## config.mk

```make
export PLATFORM = sky130hd
export DESIGN_NAME = seq_code_lock_flat
export DESIGN_NICKNAME = d
export VERILOG_FILES = /design/src/rtl/seq_code_lock_if.sv /design/src/rtl/seq_code_lock.sv /design/src/flat_wrapper.sv
export SDC_FILE = /design/constraint.sdc
export NUM_CORES = 1
export LEC_CHECK = 0
export ABC_CLOCK_PERIOD_IN_PS = 1700
export CAP_MARGIN = 20
export CORE_AREA = 2 2 49 51
export DETAILED_ROUTE_END_ITERATION = 6
export DIE_AREA = 0 0 51 53
export GPL_ROUTABILITY_DRIVEN = 0
export HOLD_SLACK_MARGIN = 0.15
export PLACE_DENSITY_LB_ADDON = 0.08
export SYNTH_ARGS = -nofsm -noshare
export SYNTH_HDL_FRONTEND = slang
export SYNTH_SLANG_ARGS = --single-unit
```

## constraint.sdc

```tcl
create_clock -name clk -period 1.7 [get_ports clk]
set_input_delay 0.34 -clock clk [delete_from_list [all_inputs] [get_ports clk]]
set_output_delay 0.34 -clock clk [all_outputs]
set_load 0.02 [all_outputs]
```

## src/rtl/seq_code_lock_if.sv

```systemverilog
// Digit-entry bus between the keypad front end and seq_code_lock.
// master drives digits and strobes; slave (the lock) returns status.
interface seq_code_lock_if #(
  parameter int DIGIT_W  = 4,
  parameter int N_DIGITS = 2,
  parameter int MAX_FAIL = 3
);
  localparam int POS_W = $clog2(N_DIGITS + 1);
  localparam int CNT_W = $clog2(MAX_FAIL + 1);

  logic [DIGIT_W-1:0] digit_in;
  logic               enter;
  logic               clear;
  logic [POS_W-1:0]   pos;
  logic               match;
  logic               fail;
  logic [CNT_W-1:0]   fail_cnt;
  logic               locked;
  logic [6:0]         hex_seg;

  modport master (
    output digit_in, enter, clear,
    input  pos, match, fail, fail_cnt, locked, hex_seg
  );

  modport slave (
    input  digit_in, enter, clear,
    output pos, match, fail, fail_cnt, locked, hex_seg
  );
endinterface

```

## src/rtl/seq_code_lock.sv

```systemverilog
// Sequential code lock: N_DIGITS digits compared against CODE, failure count, timed lockout.
// Optional macro SEQ_CODE_LOCK_HEX_ECHO_EN echoes the last accepted digit on hex_seg.
module seq_code_lock #(
  parameter int                            DIGIT_W     = 4,
  parameter int                            N_DIGITS    = 2,
  parameter logic [N_DIGITS*DIGIT_W-1:0]   CODE        = 8'h43,
  parameter int                            MAX_FAIL    = 3,
  parameter int                            LOCK_CYCLES = 16
) (
  input  logic          clk,
  input  logic          reset,
  seq_code_lock_if.slave bus
);
  localparam int POS_W = $clog2(N_DIGITS + 1);
  localparam int CNT_W = $clog2(MAX_FAIL + 1);
  localparam int TMR_W = $clog2(LOCK_CYCLES + 1);

  typedef enum logic [1:0] {IDLE, COLLECT, CHECK, LOCKOUT} state_t;

  state_t             state;
  logic [POS_W-1:0]   pos_q;
  logic               mis_q;
  logic               match_q;
  logic               fail_q;
  logic [CNT_W-1:0]   fail_cnt_q;
  logic               locked_q;
  logic [TMR_W-1:0]   timer_q;

  logic [DIGIT_W-1:0] exp_digit;
  logic               entering;
  logic               accept;
  logic               abort;
  logic               last;
  logic               miss;
  logic               to_lockout;

  // The first digit entered is the most significant one of CODE.
  always_comb begin
    // NOTE: every always_comb output gets a default first so no latch is inferred.
    exp_digit = '0;
    for (int i = 0; i < N_DIGITS; i++) begin
      if (int'(pos_q) == N_DIGITS - 1 - i) exp_digit = CODE[i*DIGIT_W +: DIGIT_W];
    end
  end

  assign entering   = (state == IDLE) || (state == COLLECT);
  assign abort      = entering && bus.clear;
  assign accept     = entering && bus.enter && !bus.clear;
  assign last       = (pos_q == POS_W'(N_DIGITS - 1));
  assign miss       = mis_q || (bus.digit_in != exp_digit);
  assign to_lockout = (state == CHECK) && (fail_cnt_q == CNT_W'(MAX_FAIL));

  always_ff @(posedge clk) begin
    if (reset) begin
      state      <= IDLE;
      pos_q      <= '0;
      mis_q      <= 1'b0;
      match_q    <= 1'b0;
      fail_q     <= 1'b0;
      fail_cnt_q <= '0;
      locked_q   <= 1'b0;
      timer_q    <= '0;
    end else begin
      // NOTE: sequential state uses non-blocking assignments so every register
      // samples pre-edge values regardless of statement order.
      match_q <= 1'b0;
      fail_q  <= 1'b0;
      unique case (state)
        IDLE, COLLECT: begin
          if (abort) begin
            pos_q <= '0;
            mis_q <= 1'b0;
            state <= IDLE;
          end else if (accept) begin
            pos_q <= pos_q + POS_W'(1);
            if (last) begin
              // Verdict is registered here so it is visible during CHECK.
              match_q    <= !miss;
              fail_q     <= miss;
              fail_cnt_q <= miss ? fail_cnt_q + CNT_W'(1) : '0;
              mis_q      <= 1'b0;
              state      <= CHECK;
            end else begin
              mis_q <= miss;
              state <= COLLECT;
            end
          end
        end
        CHECK: begin
          pos_q <= '0;
          mis_q <= 1'b0;
          if (to_lockout) begin
            locked_q <= 1'b1;
            timer_q  <= TMR_W'(LOCK_CYCLES - 1);
            state    <= LOCKOUT;
          end else begin
            state <= IDLE;
          end
        end
        LOCKOUT: begin
          if (timer_q == '0) begin
            locked_q   <= 1'b0;
            fail_cnt_q <= '0;
            state      <= IDLE;
          end else begin
            timer_q <= timer_q - TMR_W'(1);
          end
        end
        default: state <= IDLE;
      endcase
    end
  end

  assign bus.pos      = pos_q;
  assign bus.match    = match_q;
  assign bus.fail     = fail_q;
  assign bus.fail_cnt = fail_cnt_q;
  assign bus.locked   = locked_q;

`ifdef SEQ_CODE_LOCK_HEX_ECHO_EN
  localparam logic [6:0] SEG_BLANK = 7'b1111111;
  localparam logic [6:0] SEG_DASH  = 7'b0111111;

  logic [6:0] hex_q;

  // Active-low, bit order gfedcba.
  function automatic logic [6:0] seg7(input logic [3:0] d);
    unique case (d)
      4'h0: seg7 = 7'b1000000;
      4'h1: seg7 = 7'b1111001;
      4'h2: seg7 = 7'b0100100;
      4'h3: seg7 = 7'b0110000;
      4'h4: seg7 = 7'b0011001;
      4'h5: seg7 = 7'b0010010;
      4'h6: seg7 = 7'b0000010;
      4'h7: seg7 = 7'b1111000;
      4'h8: seg7 = 7'b0000000;
      4'h9: seg7 = 7'b0010000;
      4'hA: seg7 = 7'b0001000;
      4'hB: seg7 = 7'b0000011;
      4'hC: seg7 = 7'b1000110;
      4'hD: seg7 = 7'b0100001;
      4'hE: seg7 = 7'b0000110;
      default: seg7 = 7'b0001110;
    endcase
  endfunction

  always_ff @(posedge clk) begin
    if (reset) begin
      hex_q <= SEG_BLANK;
    end else if (abort) begin
      hex_q <= SEG_BLANK;
    end else if (accept) begin
      hex_q <= last ? SEG_BLANK : seg7(4'(bus.digit_in));
    end else if (to_lockout) begin
      hex_q <= SEG_DASH;
    end else if (state == LOCKOUT && timer_q == '0) begin
      hex_q <= SEG_BLANK;
    end
  end

  assign bus.hex_seg = hex_q;
`else
  assign bus.hex_seg = 7'b1111111;
`endif
endmodule

```

## src/flat_wrapper.sv

```systemverilog
// flat-port wrapper written by rule: the top's interface ports become plain ports
module seq_code_lock_flat 
#(
  parameter int                            DIGIT_W     = 4,
  parameter int                            N_DIGITS    = 2,
  parameter logic [N_DIGITS*DIGIT_W-1:0]   CODE        = 8'h43,
  parameter int                            MAX_FAIL    = 3,
  parameter int                            LOCK_CYCLES = 16
)
  (clk, reset, bus_digit_in, bus_enter, bus_clear, bus_pos, bus_match, bus_fail, bus_fail_cnt, bus_locked, bus_hex_seg);
  seq_code_lock_if #(.DIGIT_W(DIGIT_W), .N_DIGITS(N_DIGITS), .MAX_FAIL(MAX_FAIL)) bus_i ();
  input  logic clk;
  input  logic reset;
  input wire logic [$bits(bus_i.digit_in)-1:0] bus_digit_in;
  input wire logic [$bits(bus_i.enter)-1:0] bus_enter;
  input wire logic [$bits(bus_i.clear)-1:0] bus_clear;
  output wire logic [$bits(bus_i.pos)-1:0] bus_pos;
  output wire logic [$bits(bus_i.match)-1:0] bus_match;
  output wire logic [$bits(bus_i.fail)-1:0] bus_fail;
  output wire logic [$bits(bus_i.fail_cnt)-1:0] bus_fail_cnt;
  output wire logic [$bits(bus_i.locked)-1:0] bus_locked;
  output wire logic [$bits(bus_i.hex_seg)-1:0] bus_hex_seg;
  assign bus_i.digit_in = bus_digit_in;
  assign bus_i.enter = bus_enter;
  assign bus_i.clear = bus_clear;
  assign bus_pos = bus_i.pos;
  assign bus_match = bus_i.match;
  assign bus_fail = bus_i.fail;
  assign bus_fail_cnt = bus_i.fail_cnt;
  assign bus_locked = bus_i.locked;
  assign bus_hex_seg = bus_i.hex_seg;
  seq_code_lock #(.DIGIT_W(DIGIT_W), .N_DIGITS(N_DIGITS), .CODE(CODE), .MAX_FAIL(MAX_FAIL), .LOCK_CYCLES(LOCK_CYCLES)) u_core (.clk(clk), .reset(reset), .bus(bus_i));
endmodule
```

### Word level (Yosys, flattened, before mapping)

Cells that the tools add are included.

| word-level totals | value |
|---|---|
| word-level logic and storage cells | 75 |
| flip-flop bits (word level) | 15 |
| input bits | 8 |

| cells by class | value |
|---|---|
| reductions and logical operators | 21 |
| equality and inequality tests | 14 |
| $add $sub $neg | 3 |
| muxes and demuxes | 26 |
| bitwise gates (word level) | 3 |

Operators with widths:

| operator | count |
|---|---|
| two-way mux 2 bit | 12 |
| two-way mux 5 bit | 2 |
| one-hot mux 5 bit (2 select lines) | 1 |
| equality test 2 bit, second input constant | 4 |
| inequality test 2 x 1 -> 1 bit, second input constant | 4 |
| one-hot mux 2 bit (2 select lines) | 2 |
| one-hot mux 2 bit (3 select lines) | 1 |
| AND reduction 3 bit | 2 |
| nonzero test 2 bit | 3 |
| zero test 5 bit | 1 |
| two-way mux 1 bit | 5 |
| AND reduction 5 bit | 1 |
| OR reduction 5 bit | 1 |
| subtractor 5 x 1 -> 5 bit, second input constant | 1 |
| adder 2 x 1 -> 2 bit, second input constant | 2 |
| equality test 2 x 1 -> 1 bit, second input constant | 2 |
| logical AND 1 bit | 4 |
| zero test 2 bit | 2 |
| inequality test 2 bit, second input constant | 2 |
| inequality test 4 x 3 -> 1 bit | 1 |
| one-hot mux 1 bit (2 select lines) | 2 |
| AND reduction 2 bit | 2 |
| two-way mux 3 bit | 1 |
| inequality test 3 x 1 -> 1 bit, second input constant | 1 |
| other kinds (4) | 8 |

### Longest topological paths before layout

Gate-level depths: netlist of the first run.

| logic depth | value |
|---|---|
| depth after elaboration | 10 |
| mapped depth | 6 |
| gate-level depth less buffers | 5 |

### Worst setup path after synthesis of the first run

OpenSTA, ideal clock, no wires.

| timing path | value |
|---|---|
| kind | reg2reg |
| start | reg u_core.pos_q[1], in the netlist u_core.bus.pos[1] |
| end | reg u_core.mis_q |
| library setup time | 0.130 ns |
| period minus slack after synthesis | 1.772 ns |
| path slack | -0.072 ns |
| buffers on the path | 0 |
| stages on the path, launching flop included | 6 |
| arrival | 1.642 ns |
| cell sequence | dfxtp_1 > inv_1 > ha_1 > or3_4 > a2111oi_4 > o21ai_1 |

| between the ends | value |
|---|---|
| longest elaborated chain between the ends | 9 |
| elaborated cells between the ends (all ways) | 11 |

Ends and longest elaborated chain:

| element | RTL line | text |
|---|---|---|
| start: declaration | seq_code_lock.sv:21 | `logic [POS_W-1:0] pos_q;` |
| start signal: assignment | seq_code_lock.sv:75 | `pos_q <= pos_q + POS_W'(1);` |
| equality test 2 bit | seq_code_lock.sv:42 | `if (int'(pos_q) == N_DIGITS - 1 - i) exp_digit = CODE[i*DIGIT_W +: DIGIT_W];` |
| two-way mux 2 bit | seq_code_lock.sv:42 |  |
| two-way mux 3 bit | seq_code_lock.sv:42 |  |
| inequality test 4 x 3 -> 1 bit | seq_code_lock.sv:50 | `assign miss = mis_q \|\| (bus.digit_in != exp_digit);` |
| logical OR 1 bit | seq_code_lock.sv:50 |  |
| two-way mux 1 bit (*) | seq_code_lock.sv:76 | `if (last) begin` |
| two-way mux 1 bit (*) | seq_code_lock.sv:74 | `end else if (accept) begin` |
| two-way mux 1 bit (*) | seq_code_lock.sv:70 | `if (abort) begin` |
| one-hot mux 1 bit (2 select lines) (*) | seq_code_lock.sv:68 | `unique case (state)` |
| end signal: assignment | seq_code_lock.sv:84 | `mis_q <= miss;` |
| end: declaration | seq_code_lock.sv:22 | `logic mis_q;` |

Mark *: on every way between the ends. The rest lies on a longest branch, timed or not. The select of a mux whose other input is x is not followed.
A chain may end at the register's enable or synchronous reset.

### Final worst setup path of the first run

| timing path | value |
|---|---|
| start | reg u_core.pos_q[1], in the netlist u_core.bus.pos[1] |
| end | out bus_pos[1] |

RTL lines:

| element | RTL line | text |
|---|---|---|
| end: declaration | flat_wrapper.sv:17 | `output wire logic [$bits(bus_i.pos)-1:0] bus_pos;` |

No word-level cell between the ends.

==> impl_metrics.tcl, run 1 <==
set metrics [dict create \
    hold_buffers 0 \
    grt_use_met1_pct 18.1 \
    timing.rr.end "u_core.bus.match" \
    clockBufferDepth 2 \
    cts-htree-levels 1 \
    holdPathStages 2 \
    drv_slew 0 \
    place_ws_ns -0.174 \
    yosysWarnings 0 \
    synth.top_cells.by_count "15 x dfxtp_1, 8 x nand2_1, 7 x buf_4, 7 x inv_1, 5 x ha_1" \
    busiest_layer "met2" \
    via_per_inst 5.07 \
    worst_clock_skew_ns 0.00167 \
    cp_max_fo 3 \
    final_core_util_pct 48.5 \
    path_buf_inv 2 \
    grt_start_max_net_pins 12 \
    timing.final.crit_period_ns 1.65 \
    min_path_type "register to register" \
    fp-row-count 17 \
    grt_overflow 0 \
    drtAntennaViolNets 0 \
    ys_ff_latch 15 \
    grtUsageTotal_pct 13.5 \
    crit_arrival_ns 1.31 \
    synthTopCellsByArea "dfxtp_1 36%, ha_1 7.5%, buf_4 6.3%, nand2_1 3.6%, a2111oi_4 3.3%" \
    r2r_slack_ns 0.08 \
    crit_path_top_delay_cell "clkdlybuf4s50_1" \
    grt_pass1_wl_mm 2.70 \
    area_growth_syn_to_layout_pct 25.1 \
    p_leak_nw 0.391 \
    gr-usage-met3_pct 2.54 \
    n_fill_cell 204 \
    drt_iter0_markers 13 \
    reg2reg_from "u_core.bus.pos[1]" \
    critPathTopFamily "buffers and inverters" \
    n_antenna_cell 0 \
    worst_pin_slew_ns 0.524 \
    ys_types 36 \
    peakVddDrop_uv 315 \
    layout.nets 126 \
    clk_pin_slew_ns 0.09 \
    avgSynthCellArea_um2 8.95 \
    period_share_pct 97.2 \
    cts-root-buf "clkbuf_4" \
    seq_area_frac_synth_pct 36.1 \
    start_util_pct 38.7 \
    clock_sinks 15 \
    syn-instance-count 93 \
    cp-end-kind "primary output" \
    min_from "u_core.bus.locked" \
    drive_above_1_share_pct 15.2 \
    synth_top_cell_by_area "dfxtp_1" \
    drt_wl_total_mm 1.59 \
    hpwlAfterDp_mm 1.20 \
    critical_path.cell_chain "buf_4, clkdlybuf4s50_1" \
    synth_edf_count 0 \
    setup_viol 0 \
    worst-endpoint-required_ns 1.36 \
    die_area_um2 2700 \
    vias 710 \
    cap_violations 0 \
    core-area_um2 2150 \
    clk_latency_ns 0.27 \
    outcome "completed" \
    io_pins 22 \
    max_slew_margin_pct 64.8 \
    multiInputGateArea_um2 464 \
    worstSetupPathType "register to primary output" \
    antenna_found_initial 0 \
    cts_tree "yes" \
    hold_viol 0 \
    synth.top_cell.area_share_pct 36.1 \
    cp_slowest_stage_delay_ns 0.59 \
    detail_route.wl_per_cell_um 11.3 \
    setup_slack_ns 0.0482 \
    die_x_um 51 \
    drc 0 \
    seq_area_um2 302 \
    cts_buffers 3 \
    use_met2_pct 21.2 \
    powerDensity_nw_per_um2 626 \
    grt_pass1_vias 639 \
    synthArstFlopShare_pct 0 \
    yosysMostFrequentCell "dfxtp_1" \
    hold-path-endpoint "u_core.bus.locked" \
    max_freq_mhz 605 \
    synthFlopType "dfxtp_1" \
    setup.worst_path.start_class "register" \
    die_h_um 53 \
    syn_area_um2 832 \
    reg2regPathDepth 5 \
    dr.pass1.iters 4 \
    io_buffers 14 \
]
-- where the power goes --
part           leakage [nW]  internal, mW  total, mW  switching [mW]
clock                0.0150        0.0908      0.202           0.111
combinational         0.254        0.0393     0.0875          0.0482
sequential            0.122         0.357      0.362         0.00549
total                 0.391         0.487      0.652           0.165
-- area by class of cell --
cell class	count	share of cell area (%)
clock buffers	4	2.52
inverters	7	2.52
repair buffers	20	18.0
flip-flops and latches	15	29.0
multi-input cells	66	44.6
well taps	28	3.37
-- cells in the final DEF, fill, tap and decap left out, drive strengths merged, types with 2 or more instances in the layout --
cell type / Yosys / layout
nand2: 8 / 8
a31oi: 2 / 2
conb: 1 / 7
or3: 3 / 3
nor4b: 2 / 2
inv: 7 / 7
o31ai: 2 / 2
a21oi: 5 / 5
o2111ai: 2 / 2
clkbuf: 2 / 4
clkdlybuf4s50: 0 / 13
a211oi: 2 / 2
dfxtp: 15 / 15
buf: 9 / 6
ha: 5 / 5
o21ai: 5 / 5
nor3b: 2 / 2
nor2: 4 / 4
nand3: 4 / 4
-- how the worst max path moves through the flow --
stage,from,end,slack (ns),cells past startpoint
floorplan,u_core.bus.pos[1],u_core.mis_q,0.02,5
global placement,bus_digit_in[0],u_core.mis_q,-0.14,4
detailed placement,bus_digit_in[0],u_core.bus.match,-0.17,4
CTS,u_core.bus.pos[0],bus_pos[0],0.008,2
global route,u_core.timer_q[0],u_core.timer_q[1],-0.005,5
finish,u_core.bus.pos[1],bus_pos[1],0.05,2
-- logic make-up after synthesis --
kind of cell	share of synthesized area, %
adders and majority gates	7.52
buffers and inverters	11.6
AOI/OAI and AO/OA	21.5
and+or+nand+nor	21.8
xor gates and xnor gates	1.05
DFF	36.1
other	0.451
-- worst reg2reg max path, stage by stage, from the launching register on --
cell and delay [ns]:
dfxtp_2 0.35, inv_1 0.05, ha_2 0.17, or3_4 0.33
a2111oi_4 0.47, nor2b_1 0.19
-- flip-flops by register name, indices dropped and copies added, names as in the netlist --
| name | count |
|---|---|
| u_core.bus.fail_cnt | 2 |
| u_core.bus.locked | 1 |
| u_core.mis_q | 1 |
| u_core.bus.fail | 1 |
| u_core.bus.match | 1 |
| u_core.state | 2 |
| u_core.timer_q | 5 |
| u_core.bus.pos | 2 |
-- timing repair --
item / 4_1_cts / 5_1_grt
pin swaps: 1 / 3
buffers inserted: 0 / 1
gates cloned: 0 / 0
endpoints found under the setup margin: 2 / 10
resized for setup: 0 / 3
-- metrics by stage --
stage                     area, um2  setup TNS (ns)  cells  hold WS, ns  power [mW]
after global routing           1040        -0.00692    140        0.515       0.685
after global placement          998          -0.634    135        0.473       0.456
final                          1040               0    140        0.490       0.652
after floorplan                 856               0     99        0.464       0.432
after CTS                      1020               0    139        0.499       0.659
after detailed placement        998          -0.759    135        0.478       0.457
-- routing by layer --
layer  vias to the layer above  wire length (um)
met5                         -                 0
met4                         0                14
met3                         2                73
met2                        19               702
met1                       327               797
li1                        362                 -
(Power assumes the default switching activity.)
==> run 2, diff against run 1 <==
DONT_BUFFER_PORTS = 1   (was default)
==> run 2 against run 1 <==
Against the previous run: design area down 9.1%; clock skew increased by 0.011 ns; clock-buffer cell count shrank 1; flip-flop and latch count stayed put; critical endpoint is now u_core.bus.match; via count is 5.9% lower.
==> impl_metrics.tcl, run 2 (synthesis results as in run 1) <==
set metrics [dict create \
    outcome "completed" \
    final_cell_mix "13 x dfxtp_1, 9 x buf_4, 8 x nand2_1" \
    max_slew_margin_pct 63.2 \
    drc 0 \
    grt_pass1_vias 604 \
    largest-register "u_core.timer_q" \
    setup_slack_ns 0.105 \
    cp-end-kind "register" \
    dr.pass1.iters 4 \
    sw_frac_of_total_pct 26.5 \
    fp-row-count 17 \
    start_util_pct 38.7 \
    r2r_slack_ns 0.11 \
    setup.worst_path.start_class "register" \
    largest_reg_flops 5 \
    power.switching_mw 0.168 \
    final_core_util_pct 44.0 \
    grt_pass1_wl_mm 2.63 \
    die_x_um 51 \
    drtAntennaViolNets 0 \
    peakVddDrop_uv 293 \
    cts-htree-levels 1 \
    core-area_um2 2150 \
    place_ws_ns -0.0345 \
    period_share_pct 93.8 \
    drv_slew 0 \
    reg2reg_from "u_core.bus.pos[0]" \
    grtUsageTotal_pct 13.3 \
    io_pins 22 \
    area_growth_syn_to_layout_pct 13.7 \
    n_fill_cell 216 \
    crit_path_start "u_core.bus.pos[0]" \
    layout.nets 116 \
    powerDensity_nw_per_um2 670 \
    clock_sinks 15 \
    cts_tree "yes" \
    grt_start_max_net_pins 10 \
    max_freq_mhz 627 \
    worstSetupPathType "register to register" \
    p_leak_nw 0.349 \
    comb_power_share_pct 9.8 \
    post_cts_buffers 0 \
    worst-endpoint-required_ns 1.93 \
    n_antenna_cell 0 \
    hpwlAfterDp_mm 1.22 \
    vias 668 \
    via_per_inst 5.14 \
    antenna_found_initial 0 \
    io_buffers 0 \
    cts-root-buf "clkbuf_4" \
    multiInputGateArea_um2 474 \
    cts_buffers 3 \
    reg2regPathDepth 4 \
    die_area_um2 2700 \
    drt_wl_total_mm 1.64 \
    crit_path_end "u_core.bus.match" \
    hold_viol 0 \
    detail_route.wl_per_cell_um 12.6 \
    setup_viol 0 \
    seq_area_um2 305 \
    finalPower_mw 0.633 \
    worst_clock_skew_ns 0.0124 \
    drt_iter0_markers 3 \
    clockBufferDepth 2 \
    crit_arrival_ns 1.82 \
    pwr-share-seq_pct 57.5 \
    timing.rr.end "u_core.bus.match" \
    cp_max_fo 5 \
    drive_above_1_share_pct 22.5 \
    worst_pin_slew_ns 0.548 \
    die_h_um 53 \
    clk_latency_ns 0.28 \
    grt_overflow 0 \
    cap_violations 0 \
    layout_commonest_cell "dfxtp_1" \
    timing.final.crit_period_ns 1.59 \
    rsz0062_at_grt "no" \
    clk_pin_slew_ns 0.10 \
    p_int_mw 0.466 \
    clkPwrFrac_pct 32.7 \
    min_path_type "input pin to register" \
]
## run 2: stage by stage
stage                     hold slack, ns  std cells  instance area, um2  TNS (ns)
after floorplan                    0.464         99                 856         0
after global placement             0.406        125                 888   -0.0328
after detailed placement           0.411        125                 888   -0.0980
after CTS                          0.182        130                 927         0
after global routing               0.200        130                 946         0
final                              0.190        130                 946         0
## run 2: power groups by stage
| stage | clock network, mW | logic [mW] | registers [mW] |
|---|---|---|---|
| finish | 0.207 | 0.0619 | 0.364 |
| detailed placement | 0 | 0.0552 | 0.372 |
| global route | 0.233 | 0.0685 | 0.365 |
| CTS | 0.218 | 0.0607 | 0.364 |
| floorplan | 0 | 0.0601 | 0.372 |
| global placement | 0 | 0.0554 | 0.372 |
## run 2: worst min-delay path by stage
stage                                  from           endpoint  slack [ns]  cells past startpoint
after CTS                   bus_digit_in[3]    u_core.bus.fail        0.18                      2
final                       bus_digit_in[3]    u_core.bus.fail        0.19                      2
after global placement                reset  u_core.bus.pos[1]        0.41                      1
after floorplan           u_core.timer_q[0]  u_core.timer_q[0]        0.46                      2
after global routing        bus_digit_in[3]    u_core.bus.fail        0.20                      2
after detailed placement              reset  u_core.bus.pos[1]        0.41                      1
## run 2: worst max-delay path: stages (launching register included)
cell	delay, ns
dfxtp_4	0.39
ha_4	0.16
or3_4	0.33
a2111oi_4	0.46
nor2b_1	0.18
## run 2: layout make-up
type | instances | share of cell area [%]
Clock buffer | 3 | 2.38
Tap cell | 28 | 3.70
Timing Repair Buffer | 10 | 8.20
Sequential cell | 15 | 32.3
Multi-Input combinational cell | 66 | 50.1
Clock inverter | 1 | 0.529
Inverter | 7 | 2.78
## run 2: layer usage
metal	part of all wire (%)	vias to the layer above	global-route usage, %
met5	0	-	0
li1	-	341	-
met3	6.6	2	4.24
met1	47	307	17.0
met4	0.73	0	6.76
met2	46	18	20.1
## run 2: timing repair
item	in CTS	in global routing
gates resized for setup	1	5
hold endpoints to repair	9	0
hold buffers	1	0
pin swaps	1	2
endpoints found under the setup margin	4	8
